## src/rtl/seven_seg_scan_driver_if.sv

```systemverilog
// ---------------------------------------------------------------------------
// seven_seg_scan_driver_if
// Bundle between the datapath side and the seven-segment scan driver.
//   Datapath -> driver : load, value, dp_in, blank_lz, enable
//   Driver -> pins     : seg, dp, an, frame_done
// Modports:
//   master - the datapath/register-file side (drives data, watches pins)
//   slave  - the scan driver itself
// ---------------------------------------------------------------------------
interface seven_seg_scan_driver_if #(
  parameter int DIGITS = 4
);
  logic                  load;
  logic [4*DIGITS-1:0]   value;
  logic [DIGITS-1:0]     dp_in;
  logic                  blank_lz;
  logic                  enable;
  logic [6:0]            seg;
  logic                  dp;
  logic [DIGITS-1:0]     an;
  logic                  frame_done;

  modport master (
    output load, value, dp_in, blank_lz, enable,
    input  seg, dp, an, frame_done
  );

  modport slave (
    input  load, value, dp_in, blank_lz, enable,
    output seg, dp, an, frame_done
  );
endinterface

```

## src/rtl/seven_seg_scan_driver.sv

```systemverilog
// ---------------------------------------------------------------------------
// seven_seg_scan_driver
// Time-multiplexed driver for a DIGITS-wide seven-segment display. A packed
// hex value, decimal-point mask and leading-zero-blank flag are captured into
// shadow registers on load; one digit is lit at a time for SCAN_DIV cycles,
// its nibble decoded to segments {a..g} (seg[6]=a). All pins are registered.
// Ports:
//   clk      - system clock, rising edge
//   rst      - synchronous active-high reset (overrides load and enable)
//   disp_if  - slave modport: load/value/dp_in/blank_lz/enable in,
//              seg/dp/an/frame_done out
// ---------------------------------------------------------------------------
module seven_seg_scan_driver #(
  parameter int DIGITS         = 4,
  parameter int SCAN_DIV       = 1000,
  parameter bit SEG_ACTIVE_LOW = 1'b0,
  parameter bit AN_ACTIVE_LOW  = 1'b0
) (
  input  logic                    clk,
  input  logic                    rst,
  seven_seg_scan_driver_if.slave  disp_if
);

  localparam int IDX_W = (DIGITS > 1) ? $clog2(DIGITS) : 1;
  localparam int DIV_W = (SCAN_DIV > 1) ? $clog2(SCAN_DIV) : 1;

  localparam logic [IDX_W-1:0]  IDX_LAST = IDX_W'(DIGITS - 1);
  localparam logic [DIV_W-1:0]  DIV_LAST = DIV_W'(SCAN_DIV - 1);

  // Pin levels meaning "off" once polarity is applied.
  localparam logic [6:0]        SEG_OFF = SEG_ACTIVE_LOW ? 7'h7F : 7'h00;
  localparam logic              DP_OFF  = SEG_ACTIVE_LOW ? 1'b1 : 1'b0;
  localparam logic [DIGITS-1:0] AN_OFF  = AN_ACTIVE_LOW ? {DIGITS{1'b1}} : {DIGITS{1'b0}};

  // Hex nibble to active-high abcdefg segments.
  function automatic logic [6:0] seg_decode(input logic [3:0] nib);
    logic [6:0] s;
    case (nib)
      4'h0:    s = 7'h7E;
      4'h1:    s = 7'h30;
      4'h2:    s = 7'h6D;
      4'h3:    s = 7'h79;
      4'h4:    s = 7'h33;
      4'h5:    s = 7'h5B;
      4'h6:    s = 7'h5F;
      4'h7:    s = 7'h70;
      4'h8:    s = 7'h7F;
      4'h9:    s = 7'h7B;
      4'hA:    s = 7'h77;
      4'hB:    s = 7'h1F;
      4'hC:    s = 7'h4E;
      4'hD:    s = 7'h3D;
      4'hE:    s = 7'h4F;
      4'hF:    s = 7'h47;
      default: s = 7'h00;
    endcase
    return s;
  endfunction

  // Shadow, scan and output registers
  logic [4*DIGITS-1:0] val_q,   val_d;
  logic [DIGITS-1:0]   dpm_q,   dpm_d;
  logic                blz_q,   blz_d;
  logic [DIV_W-1:0]    div_q,   div_d;
  logic [IDX_W-1:0]    idx_q,   idx_d;
  logic [6:0]          seg_q,   seg_d;
  logic                dp_q,    dp_d;
  logic [DIGITS-1:0]   an_q,    an_d;
  logic                fd_q,    fd_d;

  // Per-digit view of the shadow data
  logic [4*DIGITS-1:0] val_shift_s;
  logic [DIGITS-1:0]   dp_shift_s;
  logic [DIGITS-1:0]   an_onehot_s;
  logic [6:0]          seg_lit_s;
  logic                blank_s;

  // Select the active digit's nibble, dp and blanking condition.
  always_comb begin
    // Shifting the digit down to bit 0 leaves zero exactly when this digit
    // and every more-significant digit are zero: the leading-zero test.
    val_shift_s = val_q >> {idx_q, 2'b00};
    dp_shift_s  = dpm_q >> idx_q;
    an_onehot_s = DIGITS'(1) << idx_q;
    seg_lit_s   = seg_decode(val_shift_s[3:0]);
    blank_s     = blz_q && (idx_q != '0) && (val_shift_s == '0);
  end

  // Shadow capture, divider/index advance and next pin values.
  always_comb begin
    val_d = val_q;
    dpm_d = dpm_q;
    blz_d = blz_q;
    div_d = div_q;
    idx_d = idx_q;
    seg_d = SEG_OFF;
    dp_d  = DP_OFF;
    an_d  = AN_OFF;
    fd_d  = 1'b0;

    if (disp_if.load) begin
      val_d = disp_if.value;
      dpm_d = disp_if.dp_in;
      blz_d = disp_if.blank_lz;
    end else begin
      val_d = val_q;
    end

    if (disp_if.enable) begin
      if (div_q == DIV_LAST) begin
        div_d = '0;
        fd_d  = (idx_q == IDX_LAST);
        if (idx_q == IDX_LAST) begin
          idx_d = '0;
        end else begin
          idx_d = idx_q + IDX_W'(1);
        end
      end else begin
        div_d = div_q + DIV_W'(1);
      end
      // Blanked digits keep their anode slot and dp so scan timing is unchanged.
      an_d  = AN_ACTIVE_LOW ? ~an_onehot_s : an_onehot_s;
      dp_d  = SEG_ACTIVE_LOW ? ~dp_shift_s[0] : dp_shift_s[0];
      if (blank_s) begin
        seg_d = SEG_OFF;
      end else begin
        seg_d = SEG_ACTIVE_LOW ? ~seg_lit_s : seg_lit_s;
      end
    end else begin
      // Dark and frozen: divider and index keep their defaults (hold).
      fd_d = 1'b0;
    end
  end

  // State and pin registers with synchronous reset.
  always_ff @(posedge clk) begin
    if (rst) begin
      val_q <= '0;
      dpm_q <= '0;
      blz_q <= 1'b0;
      div_q <= '0;
      idx_q <= '0;
      seg_q <= SEG_OFF;
      dp_q  <= DP_OFF;
      an_q  <= AN_OFF;
      fd_q  <= 1'b0;
    end else begin
      val_q <= val_d;
      dpm_q <= dpm_d;
      blz_q <= blz_d;
      div_q <= div_d;
      idx_q <= idx_d;
      seg_q <= seg_d;
      dp_q  <= dp_d;
      an_q  <= an_d;
      fd_q  <= fd_d;
    end
  end

  assign disp_if.seg        = seg_q;
  assign disp_if.dp         = dp_q;
  assign disp_if.an         = an_q;
  assign disp_if.frame_done = fd_q;

endmodule

```

## src/flat_wrapper.sv

```systemverilog
// flat-port wrapper written by rule: the top's interface ports become plain ports
module seven_seg_scan_driver_flat 
#(
  parameter int DIGITS         = 4,
  parameter int SCAN_DIV       = 1000,
  parameter bit SEG_ACTIVE_LOW = 1'b0,
  parameter bit AN_ACTIVE_LOW  = 1'b0
)
  (clk, rst, disp_if_load, disp_if_value, disp_if_dp_in, disp_if_blank_lz, disp_if_enable, disp_if_seg, disp_if_dp, disp_if_an, disp_if_frame_done);
  seven_seg_scan_driver_if #(.DIGITS(DIGITS)) disp_if_i ();
  input  logic clk;
  input  logic rst;
  input wire logic [$bits(disp_if_i.load)-1:0] disp_if_load;
  input wire logic [$bits(disp_if_i.value)-1:0] disp_if_value;
  input wire logic [$bits(disp_if_i.dp_in)-1:0] disp_if_dp_in;
  input wire logic [$bits(disp_if_i.blank_lz)-1:0] disp_if_blank_lz;
  input wire logic [$bits(disp_if_i.enable)-1:0] disp_if_enable;
  output wire logic [$bits(disp_if_i.seg)-1:0] disp_if_seg;
  output wire logic [$bits(disp_if_i.dp)-1:0] disp_if_dp;
  output wire logic [$bits(disp_if_i.an)-1:0] disp_if_an;
  output wire logic [$bits(disp_if_i.frame_done)-1:0] disp_if_frame_done;
  assign disp_if_i.load = disp_if_load;
  assign disp_if_i.value = disp_if_value;
  assign disp_if_i.dp_in = disp_if_dp_in;
  assign disp_if_i.blank_lz = disp_if_blank_lz;
  assign disp_if_i.enable = disp_if_enable;
  assign disp_if_seg = disp_if_i.seg;
  assign disp_if_dp = disp_if_i.dp;
  assign disp_if_an = disp_if_i.an;
  assign disp_if_frame_done = disp_if_i.frame_done;
  seven_seg_scan_driver #(.DIGITS(DIGITS), .SCAN_DIV(SCAN_DIV), .SEG_ACTIVE_LOW(SEG_ACTIVE_LOW), .AN_ACTIVE_LOW(AN_ACTIVE_LOW)) u_core (.clk(clk), .rst(rst), .disp_if(disp_if_i));
endmodule
```

## config.mk

```make
export PLATFORM = sky130hd
export DESIGN_NAME = seven_seg_scan_driver_flat
export DESIGN_NICKNAME = d
export VERILOG_FILES = /design/src/rtl/seven_seg_scan_driver_if.sv /design/src/rtl/seven_seg_scan_driver.sv /design/src/flat_wrapper.sv
export SDC_FILE = /design/constraint.sdc
export NUM_CORES = 1
export LEC_CHECK = 0
export CAP_MARGIN = 20
export CORE_ASPECT_RATIO = 0.6
export CORE_MARGIN = 3
export CORE_UTILIZATION = 45
export DETAILED_ROUTE_END_ITERATION = 16
export GPL_TIMING_DRIVEN = 1
export PLACE_DENSITY = 0.7
export SETUP_SLACK_MARGIN = 0.05
export SLEW_MARGIN = 20
export SYNTH_ARGS = -nofsm -noshare
export SYNTH_HDL_FRONTEND = slang
export SYNTH_SLANG_ARGS = --single-unit
```

## constraint.sdc

```tcl
create_clock -name clk -period 4.4 [get_ports clk]
set_input_delay 0.88 -clock clk [delete_from_list [all_inputs] [get_ports clk]]
set_output_delay 0.88 -clock clk [all_outputs]
set_load 0.02 [all_outputs]
```

==> impl_metrics.env, run 1 <==
export IMPL_vias=1545
export IMPL_grt_use_total_pct=16.7
export IMPL_hold_violations=0
export IMPL_async_flop_share_pct=0
export IMPL_cts_tree="done"
export IMPL_synthesis_nets=247
export IMPL_ys_seq_area_share_pct=43.4
export IMPL_drive_gt1_share_pct=7.29
export IMPL_fp_dieW_um=94.7
export IMPL_io_pins=38
export IMPL_numCtsBuffers=5
export IMPL_arrival_ns=2.95
export IMPL_antennaDiodeCount=0
export IMPL_cts_root_buf="clkbuf_8"
export IMPL_syn_area_per_cell_um2=10.0
export IMPL_reg2reg_slack_ns=1.60
export IMPL_drv_slew=0
export IMPL_setup_tns_ns=0
export IMPL_antenna_found_initial=0
export IMPL_cts_resized_gates=0
export IMPL_fmax_mhz=357
export IMPL_start_util_pct=49.1
export IMPL_final_setup_viol_count=0
export IMPL_ant_nets=0
export IMPL_overflow=0
export IMPL_worstSetupPathType="reg -> reg"
export IMPL_highest_layer="met4"
export IMPL_dieArea_um2=5610
export IMPL_syn_cell_area_um2=2120
export IMPL_worstReg2RegStart="u_core.idx_q[0]"
export IMPL_power_density_nw_per_um2=320
export IMPL_routedWlPerCell_um=13.9
export IMPL_holdCritPathClass="reg -> reg"
export IMPL_cp_max_fo=14
export IMPL_drt_met1_wl_um=2460
export IMPL_cts_setup_buffers=0
export IMPL_cts_sink_count=46
export IMPL_gp_congestion=0.830
export IMPL_relSlewSlack_pct=54.9
export IMPL_grt_pass1_vias=1408
export IMPL_port_buffers=37
export IMPL_coreArea_um2=4320
export IMPL_drc=0
export IMPL_syn_to_final_growth_pct=23.4
export IMPL_fp_dieH_um=59.2
export IMPL_met2_length_um=1510
export IMPL_grt_pass1_wl_um=7070
export IMPL_yosysWarnings=0
export IMPL_reg2reg_depth=7
export IMPL_grt_max_degree=28
export IMPL_clockBufferDepth=2
export IMPL_syn_inst=212
export IMPL_hold_buffers=0
export IMPL_wirelength_um=4270
export IMPL_cts_clk_slew_worst_paths_ns=0.08
export IMPL_holdPathEnd="u_core.disp_if.frame_done"
export IMPL_fin_crit_sh_pct=63.6
export IMPL_final_common_cell="dfxtp_1"
export IMPL_rsz0062_at_grt="no"
export IMPL_vias_per_cell=5.03
export IMPL_worstSetupEndpointType="register"
export IMPL_finalNetCount=281
export IMPL_start_kind="register"
export IMPL_outcome="finished, final reports clean"
export IMPL_hold_path_depth=2
export IMPL_worst_r2r_endpoint="u_core.disp_if.seg[5]"
export IMPL_layout_common_cells="dfxtp_1, nor2_1, clkdlybuf4s50_1"
export IMPL_p_leak_nw=1.05
export IMPL_total_power_mw=0.840
export IMPL_ir_worst_vdd_mv=0.156
export IMPL_cp_data_required_time_ns=4.55
export IMPL_num_rows=18
export IMPL_htreeDepth=2
export IMPL_synth_edff_count=0
export IMPL_netlist_cell_type_count=37
export IMPL_dr_first_iter_drc_count=90
export IMPL_clk_latency_ns=0.30
export IMPL_drv_cap=0
export IMPL_wl_met3_um=275
export IMPL_ys_ff_latch=46
export IMPL_tightest_slew_ns=0.677
export IMPL_first_pass_iters=4
export IMPL_hpwl_um=3180
export IMPL_min_from="u_core.div_q[9]"
export IMPL_period_minus_slack_ns=2.80
export IMPL_ys_flop_type="dfxtp_1"
export IMPL_clock_skew_ns=0.00668
-- critical path, stage by stage (launching register included) --
cell and delay (ns):
dfxtp_1 0.70, mux4_2 0.63, inv_1 0.17, ha_1 0.20, nor2b_1 0.13, o2111ai_1 0.12, a22oi_1 0.55, nor3_1 0.13
-- Yosys cell counts (all sizes together) (3+ instances only) --
| master | instances | area share, % |
|---|---|---|
| nor3 | 7 | 1.6 |
| xnor2 | 8 | 3.3 |
| clkbuf | 6 | 1.1 |
| nor2 | 42 | 7.4 |
| nand3 | 3 | 0.71 |
| a21oi | 3 | 0.71 |
| nand4 | 4 | 1.2 |
| ha | 10 | 5.9 |
| xor2 | 5 | 2.1 |
| buf | 6 | 1.7 |
| mux4 | 6 | 6.4 |
| dfxtp | 46 | 43 |
| nor4 | 3 | 0.88 |
| mux2i | 24 | 11 |
| inv | 5 | 0.88 |
| and4 | 3 | 1.2 |
| nand2b | 3 | 0.88 |
| nand2 | 8 | 1.4 |
-- report_power, final --
part / total, mW / switching (mW) / internal, mW
clock network: 0.262 / 0.136 / 0.126
logic: 0.123 / 0.0559 / 0.0670
registers: 0.454 / 0.0168 / 0.437
-- per-stage QoR --
stage	std cells	setup slack (ns)	utilization, %	hold WS [ns]	cell area [um^2]
floorplan	212	2.04	-	0.451	2120
global placement	299	1.70	58.4	0.473	2520
detailed placement	299	1.62	58.4	0.472	2520
CTS	307	1.60	60.6	0.491	2620
global route	307	1.38	60.6	0.516	2620
finish	307	1.60	60.6	0.490	2620
-- per-layer routing --
metal	global-route usage (%)	vias to the layer above
met4	3.08	0
met3	5.84	5
met2	20.2	49
met1	27.4	682
met5	0	-
li1	-	809
-- how the worst max path moves through the flow --
stage	startpoint	endpoint	slack, ns	depth (start not counted)
6_report	u_core.idx_q[0]	u_core.disp_if.seg[5]	1.60	7
5_1_grt	u_core.idx_q[0]	u_core.disp_if.seg[6]	1.38	7
4_1_cts	u_core.idx_q[0]	u_core.disp_if.seg[2]	1.60	7
3_5_place_dp	u_core.idx_q[0]	u_core.disp_if.seg[2]	1.62	7
3_3_place_gp	rst	u_core.disp_if.seg[5]	1.70	6
2_1_floorplan	u_core.idx_q[0]	u_core.disp_if.seg[2]	2.04	8
-- flip-flops by register name, summed over array words and instances, names as in the netlist --
name and count:
u_core.val_q 16, u_core.disp_if.an 4, u_core.blz_q 1, u_core.disp_if.seg 7, u_core.div_q 10, u_core.disp_if.frame_done 1, u_core.dpm_q 4, u_core.idx_q 2
u_core.disp_if.dp 1
-- logic make-up after synthesis --
family,synth area share [%]
simple gates,18.1
fa+ha+maj,5.89
flops,43.4
buf+inv,3.65
xor+xnor,5.36
compound gates,4.71
mux,18.9
-- area by class of cell --
type,count,area [um^2]
Timing Repair Buffer,39,385
Sequential cell,46,921
Multi-Input combinational cell,149,1120
Tap cell,60,75.1
Clock inverter,2,12.5
Fill cell,391,1700
Clock buffer,6,82.6
Inverter,5,18.8
Note: power is estimated with default switching activity, not from simulation.
==> inputs of run 2 (changes only) <==
- clock period: 4.4 -> 2.7 ns (I/O delays scaled with it)
==> impl_metrics.env, run 2 (same netlist as run 1, synthesis figures left out) <==
export IMPL_clock_skew_ns=0.00636
export IMPL_grt_max_degree=22
export IMPL_p_leak_nw=1.07
export IMPL_fillers=386
export IMPL_fin_crit_sh_pct=80.0
export IMPL_fp_dieH_um=59.2
export IMPL_outcome="finished, final reports clean"
export IMPL_final_setup_viol_count=0
export IMPL_hold_violations=0
export IMPL_power_density_nw_per_um2=534
export IMPL_drive_gt1_share_pct=8.40
export IMPL_path_buf_inv=2
export IMPL_antenna_found_initial=0
export IMPL_worstReg2RegStart="u_core.idx_q[1]"
export IMPL_clockBufferDepth=2
export IMPL_cts_root_buf="clkbuf_8"
export IMPL_largest_reg_flops=16
export IMPL_relSlewSlack_pct=69.9
export IMPL_worst_r2r_endpoint="u_core.disp_if.seg[0]"
export IMPL_period_minus_slack_ns=2.16
export IMPL_setup_tns_ns=0
export IMPL_dr_first_iter_drc_count=110
export IMPL_clk_latency_ns=0.29
export IMPL_grt_pass1_wl_um=6970
export IMPL_power_switching_share_pct=23.7
export IMPL_coreArea_um2=4320
export IMPL_cts_sink_count=46
export IMPL_p_comb_share_pct=14.2
export IMPL_cp_max_fo=12
export IMPL_finalNetCount=284
export IMPL_start_kind="register"
export IMPL_min_from="u_core.div_q[9]"
export IMPL_hold_path_depth=2
export IMPL_crit_path_max_incr_delay_ns=0.60
export IMPL_fmax_mhz=463
export IMPL_syn_to_final_growth_pct=25.2
export IMPL_final_common_cell="dfxtp_1"
export IMPL_dpl_cell_area_um2=2550
export IMPL_rsz0062_at_grt="no"
export IMPL_vias=1565
export IMPL_routedWlPerCell_um=13.6
export IMPL_layout_common_cells="dfxtp_1, nor2_1, clkdlybuf4s50_1"
export IMPL_start_util_pct=49.1
export IMPL_drv_cap=0
export IMPL_gp_congestion=0.838
export IMPL_cts_clk_slew_worst_paths_ns=0.08
export IMPL_path_delay_family="flip-flops"
export IMPL_port_buffers=37
export IMPL_p_switching_mw=0.336
export IMPL_drc=0
export IMPL_vias_per_cell=5.05
export IMPL_holdWs_ns=0.501
export IMPL_finalInstanceArea_um2=2660
export IMPL_reg2reg_slack_ns=0.54
export IMPL_cts_resized_gates=0
export IMPL_ir_worst_vdd_mv=0.270
export IMPL_tightest_slew_ns=0.450
export IMPL_worstSetupEndpointType="register"
export IMPL_critPathSlowestCell="dfxtp_1"
export IMPL_hpwl_um=3230
export IMPL_overflow=0
export IMPL_wirelength_um=4220
export IMPL_cp_data_required_time_ns=2.86
export IMPL_dieArea_um2=5610
export IMPL_fin_ws_ns=0.539
export IMPL_hold_buffers=0
export IMPL_htreeDepth=2
export IMPL_cp_cell_sequence="mux4_2 > inv_1 > ha_1 > nor2b_1 > o2111ai_1 > a22oi_1 > buf_4 > a221oi_1"
export IMPL_cts_setup_buffers=0
export IMPL_seqPwrFrac_pct=52.1
export IMPL_total_power_mw=1.42
export IMPL_cts_tree="done"
export IMPL_clkPwrFrac_pct=33.7
export IMPL_grt_pass1_vias=1345
export IMPL_ant_nets=0
export IMPL_reg2reg_depth=8
export IMPL_fp_dieW_um=94.7
export IMPL_drv_slew=0
export IMPL_first_pass_iters=5
export IMPL_antennaDiodeCount=0
export IMPL_io_pins=38
export IMPL_p_int_mw=1.08
export IMPL_dpl_cell_count=302
export IMPL_holdCritPathClass="reg -> reg"
export IMPL_numCtsBuffers=5
export IMPL_arrival_ns=2.32
export IMPL_fin_util_pct=61.5
export IMPL_pre_cts_slack_ns=0.541
export IMPL_grt_use_total_pct=16.2
export IMPL_top_register="u_core.val_q"
export IMPL_holdPathEnd="u_core.disp_if.frame_done"
export IMPL_worstSetupPathType="reg -> reg"
export IMPL_instances_no_fill=310
export IMPL_num_rows=18
## run 2: worst max-delay path by stage
stage | slack (ns) | cells after the start | start | endpoint
after floorplan | 0.34 | 8 | u_core.idx_q[0] | u_core.disp_if.seg[2]
after global placement | 0.66 | 5 | disp_if_enable | u_core.disp_if.seg[0]
after detailed placement | 0.54 | 5 | disp_if_enable | u_core.disp_if.seg[0]
after CTS | 0.54 | 8 | u_core.idx_q[1] | u_core.disp_if.seg[0]
after global routing | 0.39 | 8 | u_core.idx_q[1] | u_core.disp_if.seg[0]
final | 0.54 | 8 | u_core.idx_q[1] | u_core.disp_if.seg[0]
## run 2: cell type report
class | instances | area (um^2) | area share [%]
Multi-Input combinational cell | 149 | 1120 | 42.3
Sequential cell | 46 | 921 | 34.7
Timing Repair Buffer | 42 | 408 | 15.3
Clock buffer | 8 | 110 | 4.14
Tap cell | 60 | 75.1 | 2.82
Inverter | 5 | 18.8 | 0.706
## run 2: per-layer routing
layer	vias up	GRT usage, %	part of all wire [%]
met2	44	18.7	35
met5	-	0	0
li1	808	-	-
met3	0	5.08	6.4
met4	0	1.85	0
met1	713	27.9	58
## run 2: worst register-to-register path, delay by kind of cell, from the launching register on
kind | cells | cell delay, ns
AOI/OAI and AO/OA | 3 | 0.33
DFF | 1 | 0.60
and+or+nand+nor | 1 | 0.14
buffers and inverters | 2 | 0.34
adders and majority gates | 1 | 0.19
muxes | 1 | 0.43
## run 2: power by group through the flow
stage          clock network (mW)  registers, mW  logic (mW)
6_report                    0.478          0.739       0.202
5_1_grt                     0.526          0.745       0.219
4_1_cts                     0.496          0.739       0.202
3_5_place_dp                    0          0.755       0.202
3_3_place_gp                    0          0.755       0.200
2_1_floorplan                   0          0.763       0.106
==> RTL edit 1: new RTL, config.mk and constraints of run 2 <==
`val_q` no longer has a reset.
--- a/src/rtl/seven_seg_scan_driver.sv
+++ b/src/rtl/seven_seg_scan_driver.sv
@@ -137,3 +137,2 @@
     if (rst) begin
-      val_q <= '0;
       dpm_q <= '0;
@@ -147,3 +146,2 @@
     end else begin
-      val_q <= val_d;
       dpm_q <= dpm_d;
@@ -159,2 +157,6 @@
 
+  always_ff @(posedge clk) begin
+    val_q <= val_d;
+  end
+
   assign disp_if.seg        = seg_q;
Behaviour: not the same (Yosys sat finds a counterexample within 4 cycles, from zero or initial values and one cycle with rst high).
==> RTL edit 1 against run 2 <==
Area after synthesis down 3.7%. First-iteration DRC count down 18%. Total power up 4.0%. Count of clock-buffer cells in the layout down 3. Wire length down 5.6%. Sequential cell count unchanged. Non-clock buffer count down 2. Final area down 2.9%. Critical endpoint is now u_core.disp_if.seg[4]. Cell count down 12%. Largest cell class is now sequential cells. Synthesized cell count down 18%. Worst setup slack worse by 0.16 ns. Die area down 3.4%.
==> RTL edit 1: results (changes against run 2) <==
grt_max_degree: 22  # unchanged
top_register: "u_core.val_q"  # unchanged
dp_hpwl_um: 3040  # was 3230 um
vdd_drop_max_v: 0.000356  # was 0.000270 V
wl_met3_um: 248  # was 271 um
wl_met1_um: 2070  # was 2460 um
drt_pre_antenna_iters: 4  # was 5
crit_arrival_ns: 2.48  # was 2.32 ns
port_buffers: 37  # unchanged
clk_path_buf_depth: 2  # unchanged
slowest_delay_ns: 0.67  # was 0.60 ns
cts_resized: 0  # unchanged
clk_pin_slew_worst_paths_ns: 0.08  # about the same
r2r_cells: 8  # unchanged
fin_skew_ns: 0.00202  # was 0.00636 ns
yosysWarnings: 0  # unchanged
hold_path_depth: 2  # unchanged
outcome: "complete, no violations"  # unchanged
use_met1_pct: 23.6  # was 27.9%
grt_usage_pct: 16.2  # about the same
synth_edf_count: 16  # was 0
top_layer_used: "met4"  # was met3
hold_path.class: "register to register"  # unchanged
antenna_found_initial: 0  # unchanged
drive_gt1_share_pct: 8.92  # was 8.40%
met3_usage_pct: 5.06  # was 5.08%
crit_slowest_cell: "mux4_1"  # was dfxtp_1
synth_commonest_cells: "dfxtp_1, nor2_1, edfxtp_1, ha_1, mux2i_1"  # was dfxtp_1, nor2_1, mux2i_1, ha_1
async_reset_ff_share_pct: 0  # unchanged
vias_per_cell: 5.07  # was 5.05
ys_seq_area_share_pct: 52.9  # was 43.4%
grt_pass1_vias: 1353  # was 1,345
cts_setup_buffers: 0  # unchanged
numCtsBuffers: 5  # unchanged
cts-root-buf: "clkbuf_8"  # unchanged
syn_avg_cell_area_um2: 11.8  # was 10.0 um2
h-tree-depth: 2  # unchanged
grtUsageMet2_pct: 21.9  # was 18.7%
dp_slack_ns: 0.395  # was 0.541 ns
crit_path_max_fanout: 7  # was 12
synth_area_leaders: "dfxtp_1, edfxtp_1, ha_1"  # was dfxtp_1, mux2i_1, nor2_1
place_congestion: 0.808  # was 0.838
drt_wl_total_um: 3990  # was 4220 um
largest_register_ffs: 16  # unchanged
antenna_cells: 0  # unchanged
fin_nets: 247  # was 284
final.fill_count: 339  # was 386
leakage_nw: 0.966  # was 1.07 nW
tightest_slew_ns: 0.453  # was 0.450 ns
drt_iter0_drc: 90  # was 110
clkLatencyLatePin_ns: 0.30
yosysUniqueCellTypes: 39  # was 37
layoutNonFillerInstCount: 273  # was 310
ys.flop_type: "dfxtp_1"  # unchanged
grt_pass1_wl_um: 6560  # was 6970 um
wl_met2_um: 1600  # was 1490 um
synth_nets: 208  # was 247
[RTL edit 1: worst max-delay path, delay by kind of cell (launching register included)]
kind | cells | cell delay [ns]
and+or+nand+nor | 1 | 0.23
AOI/OAI and AO/OA | 3 | 0.33
adders and majority gates | 1 | 0.20
buffers and inverters | 2 | 0.36
muxes | 1 | 0.67
DFF | 1 | 0.39
[RTL edit 1: final timing paths]
kind	start	to	slack (ns)
setup / recovery	u_core.idx_q[0]	u_core.disp_if.seg[4]	0.38
hold / removal	u_core.dpm_q[0]	u_core.dpm_q[0]	0.52
setup reg to reg	u_core.idx_q[0]	u_core.disp_if.seg[4]	0.38
hold reg to reg	u_core.dpm_q[0]	u_core.dpm_q[0]	0.52
[RTL edit 1: stage by stage]
step	cell area, um2	utilization, %
floorplan	2040	-
global placement	2470	58.4
detailed placement	2470	58.4
CTS	2580	61.0
global route	2580	61.0
finish	2580	61.0
[RTL edit 1: where the power goes]
| group | internal (mW) | switching [mW] | total, mW |
|---|---|---|---|
| sequential | 0.759 | 0.0252 | 0.784 |
| combinational | 0.103 | 0.0851 | 0.189 |
| clock | 0.272 | 0.232 | 0.503 |
[RTL edit 1: cells by family (layout without fill, tap and decap cells)]
kind of cell / Yosys count / after routing / synth area share [%]
muxes: 17 / 17 / 12.7
and+or+nand+nor: 62 / 62 / 15.1
DFF: 46 / 46 / 52.9
buffers and inverters: 13 / 53 / 2.88
xor gates and xnor gates: 13 / 13 / 5.57
AOI/OAI and AO/OA: 12 / 12 / 4.77
adders and majority gates: 10 / 10 / 6.12
[RTL edit 1: layout make-up]
cell class	count	area [um2]	area share [%]
inverters	5	18.8	0.727
multi-input cells	114	905	35.0
clock inverters	3	40.0	1.55
clock buffers	5	68.8	2.67
flip-flops and latches	46	1080	41.9
well taps	60	75.1	2.91
repair buffers	40	393	15.2
==> RTL edit 2: new RTL, config.mk and constraints of run 2 <==
Made on the original files. `SCAN_DIV` is set to 1000 in 2 places; all go to 250.
--- a/src/rtl/seven_seg_scan_driver.sv
+++ b/src/rtl/seven_seg_scan_driver.sv
@@ -14,3 +14,3 @@
   parameter int DIGITS         = 4,
-  parameter int SCAN_DIV       = 1000,
+  parameter int SCAN_DIV       = 250,
   parameter bit SEG_ACTIVE_LOW = 1'b0,
--- a/src/flat_wrapper.sv
+++ b/src/flat_wrapper.sv
@@ -4,3 +4,3 @@
   parameter int DIGITS         = 4,
-  parameter int SCAN_DIV       = 1000,
+  parameter int SCAN_DIV       = 250,
   parameter bit SEG_ACTIVE_LOW = 1'b0,
Check against the original RTL: no difference found for any inputs over 10 cycles, from zero or initial values and one cycle with rst high; that may be too few to reach the edited logic, so the function may still have changed.
==> RTL edit 2 against run 2 <==
Wire length up 1.8%. Sequential cell count is 2 lower. Clock power is 15% higher. Final area is 2.5% lower. Worst setup slack lost 0.083 ns. Total power rose by 3.3%. Area after synthesis fell by 3.5%. Critical endpoint is now u_core.disp_if.seg[5]. Largest cell class unchanged. Largest power group unchanged.
==> RTL edit 2: results (changes against run 2) <==
vias_per_cell: 5.04  # was 5.05
drt_wl_total_um: 4300  # was 4220 um
multi_input_area_share_pct: 41.9  # was 42.3%
crit_end: "u_core.disp_if.seg[5]"  # was u_core.disp_if.seg[0]
fin_nets: 274  # was 284
multi_input_cells: 140  # was 149
wl_met3_um: 250  # was 271 um
vdd_drop_max_v: 0.000277  # was 0.000270 V
synth_commonest_cells: "dfxtp_1, nor2_1, mux2i_1, ha_1, nor3_1"  # was dfxtp_1, nor2_1, mux2i_1, ha_1
dp_slack_ns: 0.478  # was 0.541 ns
seq_share_pct: 34.0  # was 34.7%
slowest_delay_ns: 0.58  # was 0.60 ns
regArea_um2: 881  # was 921 um2
wl_met2_um: 1650  # was 1490 um
grt_usage_pct: 17.4  # was 16.2%
use_met1_pct: 25.8  # was 27.9%
regToRegStartpoint: "u_core.idx_q[0]"  # was u_core.idx_q[1]
nonClkBufAreaFrac_pct: 15.5  # was 15.3%
grtUsageMet2_pct: 23.0  # was 18.7%
cp_top_family: "multiplexers"  # was flip-flops
drt_iter0_drc: 100  # was 110
crit_slowest_cell: "mux4_2"  # was dfxtp_1
r2r_slack_ns: 0.46  # was 0.54 ns
drt_pre_antenna_iters: 4  # was 5
leakage_nw: 1.04  # was 1.07 nW
tightest_slew_ns: 0.435  # was 0.450 ns
wl_met1_um: 2330  # was 2460 um
holdPathEnd: "u_core.dpm_q[2]"  # was u_core.disp_if.frame_done
fin_hold_ws_ns: 0.500  # was 0.501 ns
outcome: "complete, no violations"  # unchanged
synth_nets: 238  # was 247
synth_area_leaders: "dfxtp_1, mux2i_1, nor2_1"  # unchanged
grt_pass1_vias: 1465  # was 1,345
final.fill_count: 393  # was 386
dp_hpwl_um: 3240  # was 3230 um
-- RTL edit 2: cell count changes after synthesis, moves of 2 or more --
cell      delta
a211oi_1     +2
and4_1       -3
dfxtp_1      -2
nand2_1      -2
nand2b_1     -2
nand3_1      -2
nor2_1       -3
nor3_1       +2
xnor2_1      -2
-- RTL edit 2: cell families (layout without fill, tap and decap cells) --
| group | Yosys count | in the layout | synth area share, % |
|---|---|---|---|
| xor gates and xnor gates | 11 | 11 | 4.70 |
| AOI/OAI and AO/OA | 13 | 13 | 5.31 |
| buffers and inverters | 18 | 55 | 4.03 |
| DFF | 44 | 44 | 43.0 |
| and+or+nand+nor | 73 | 73 | 16.7 |
| muxes | 32 | 32 | 19.6 |
| adders and majority gates | 11 | 11 | 6.72 |
-- RTL edit 2: power by group --
part           internal (mW)  switching (mW)  total, mW
logic                  0.111          0.0934      0.204
clock network          0.326           0.226      0.552
registers              0.683          0.0262      0.709
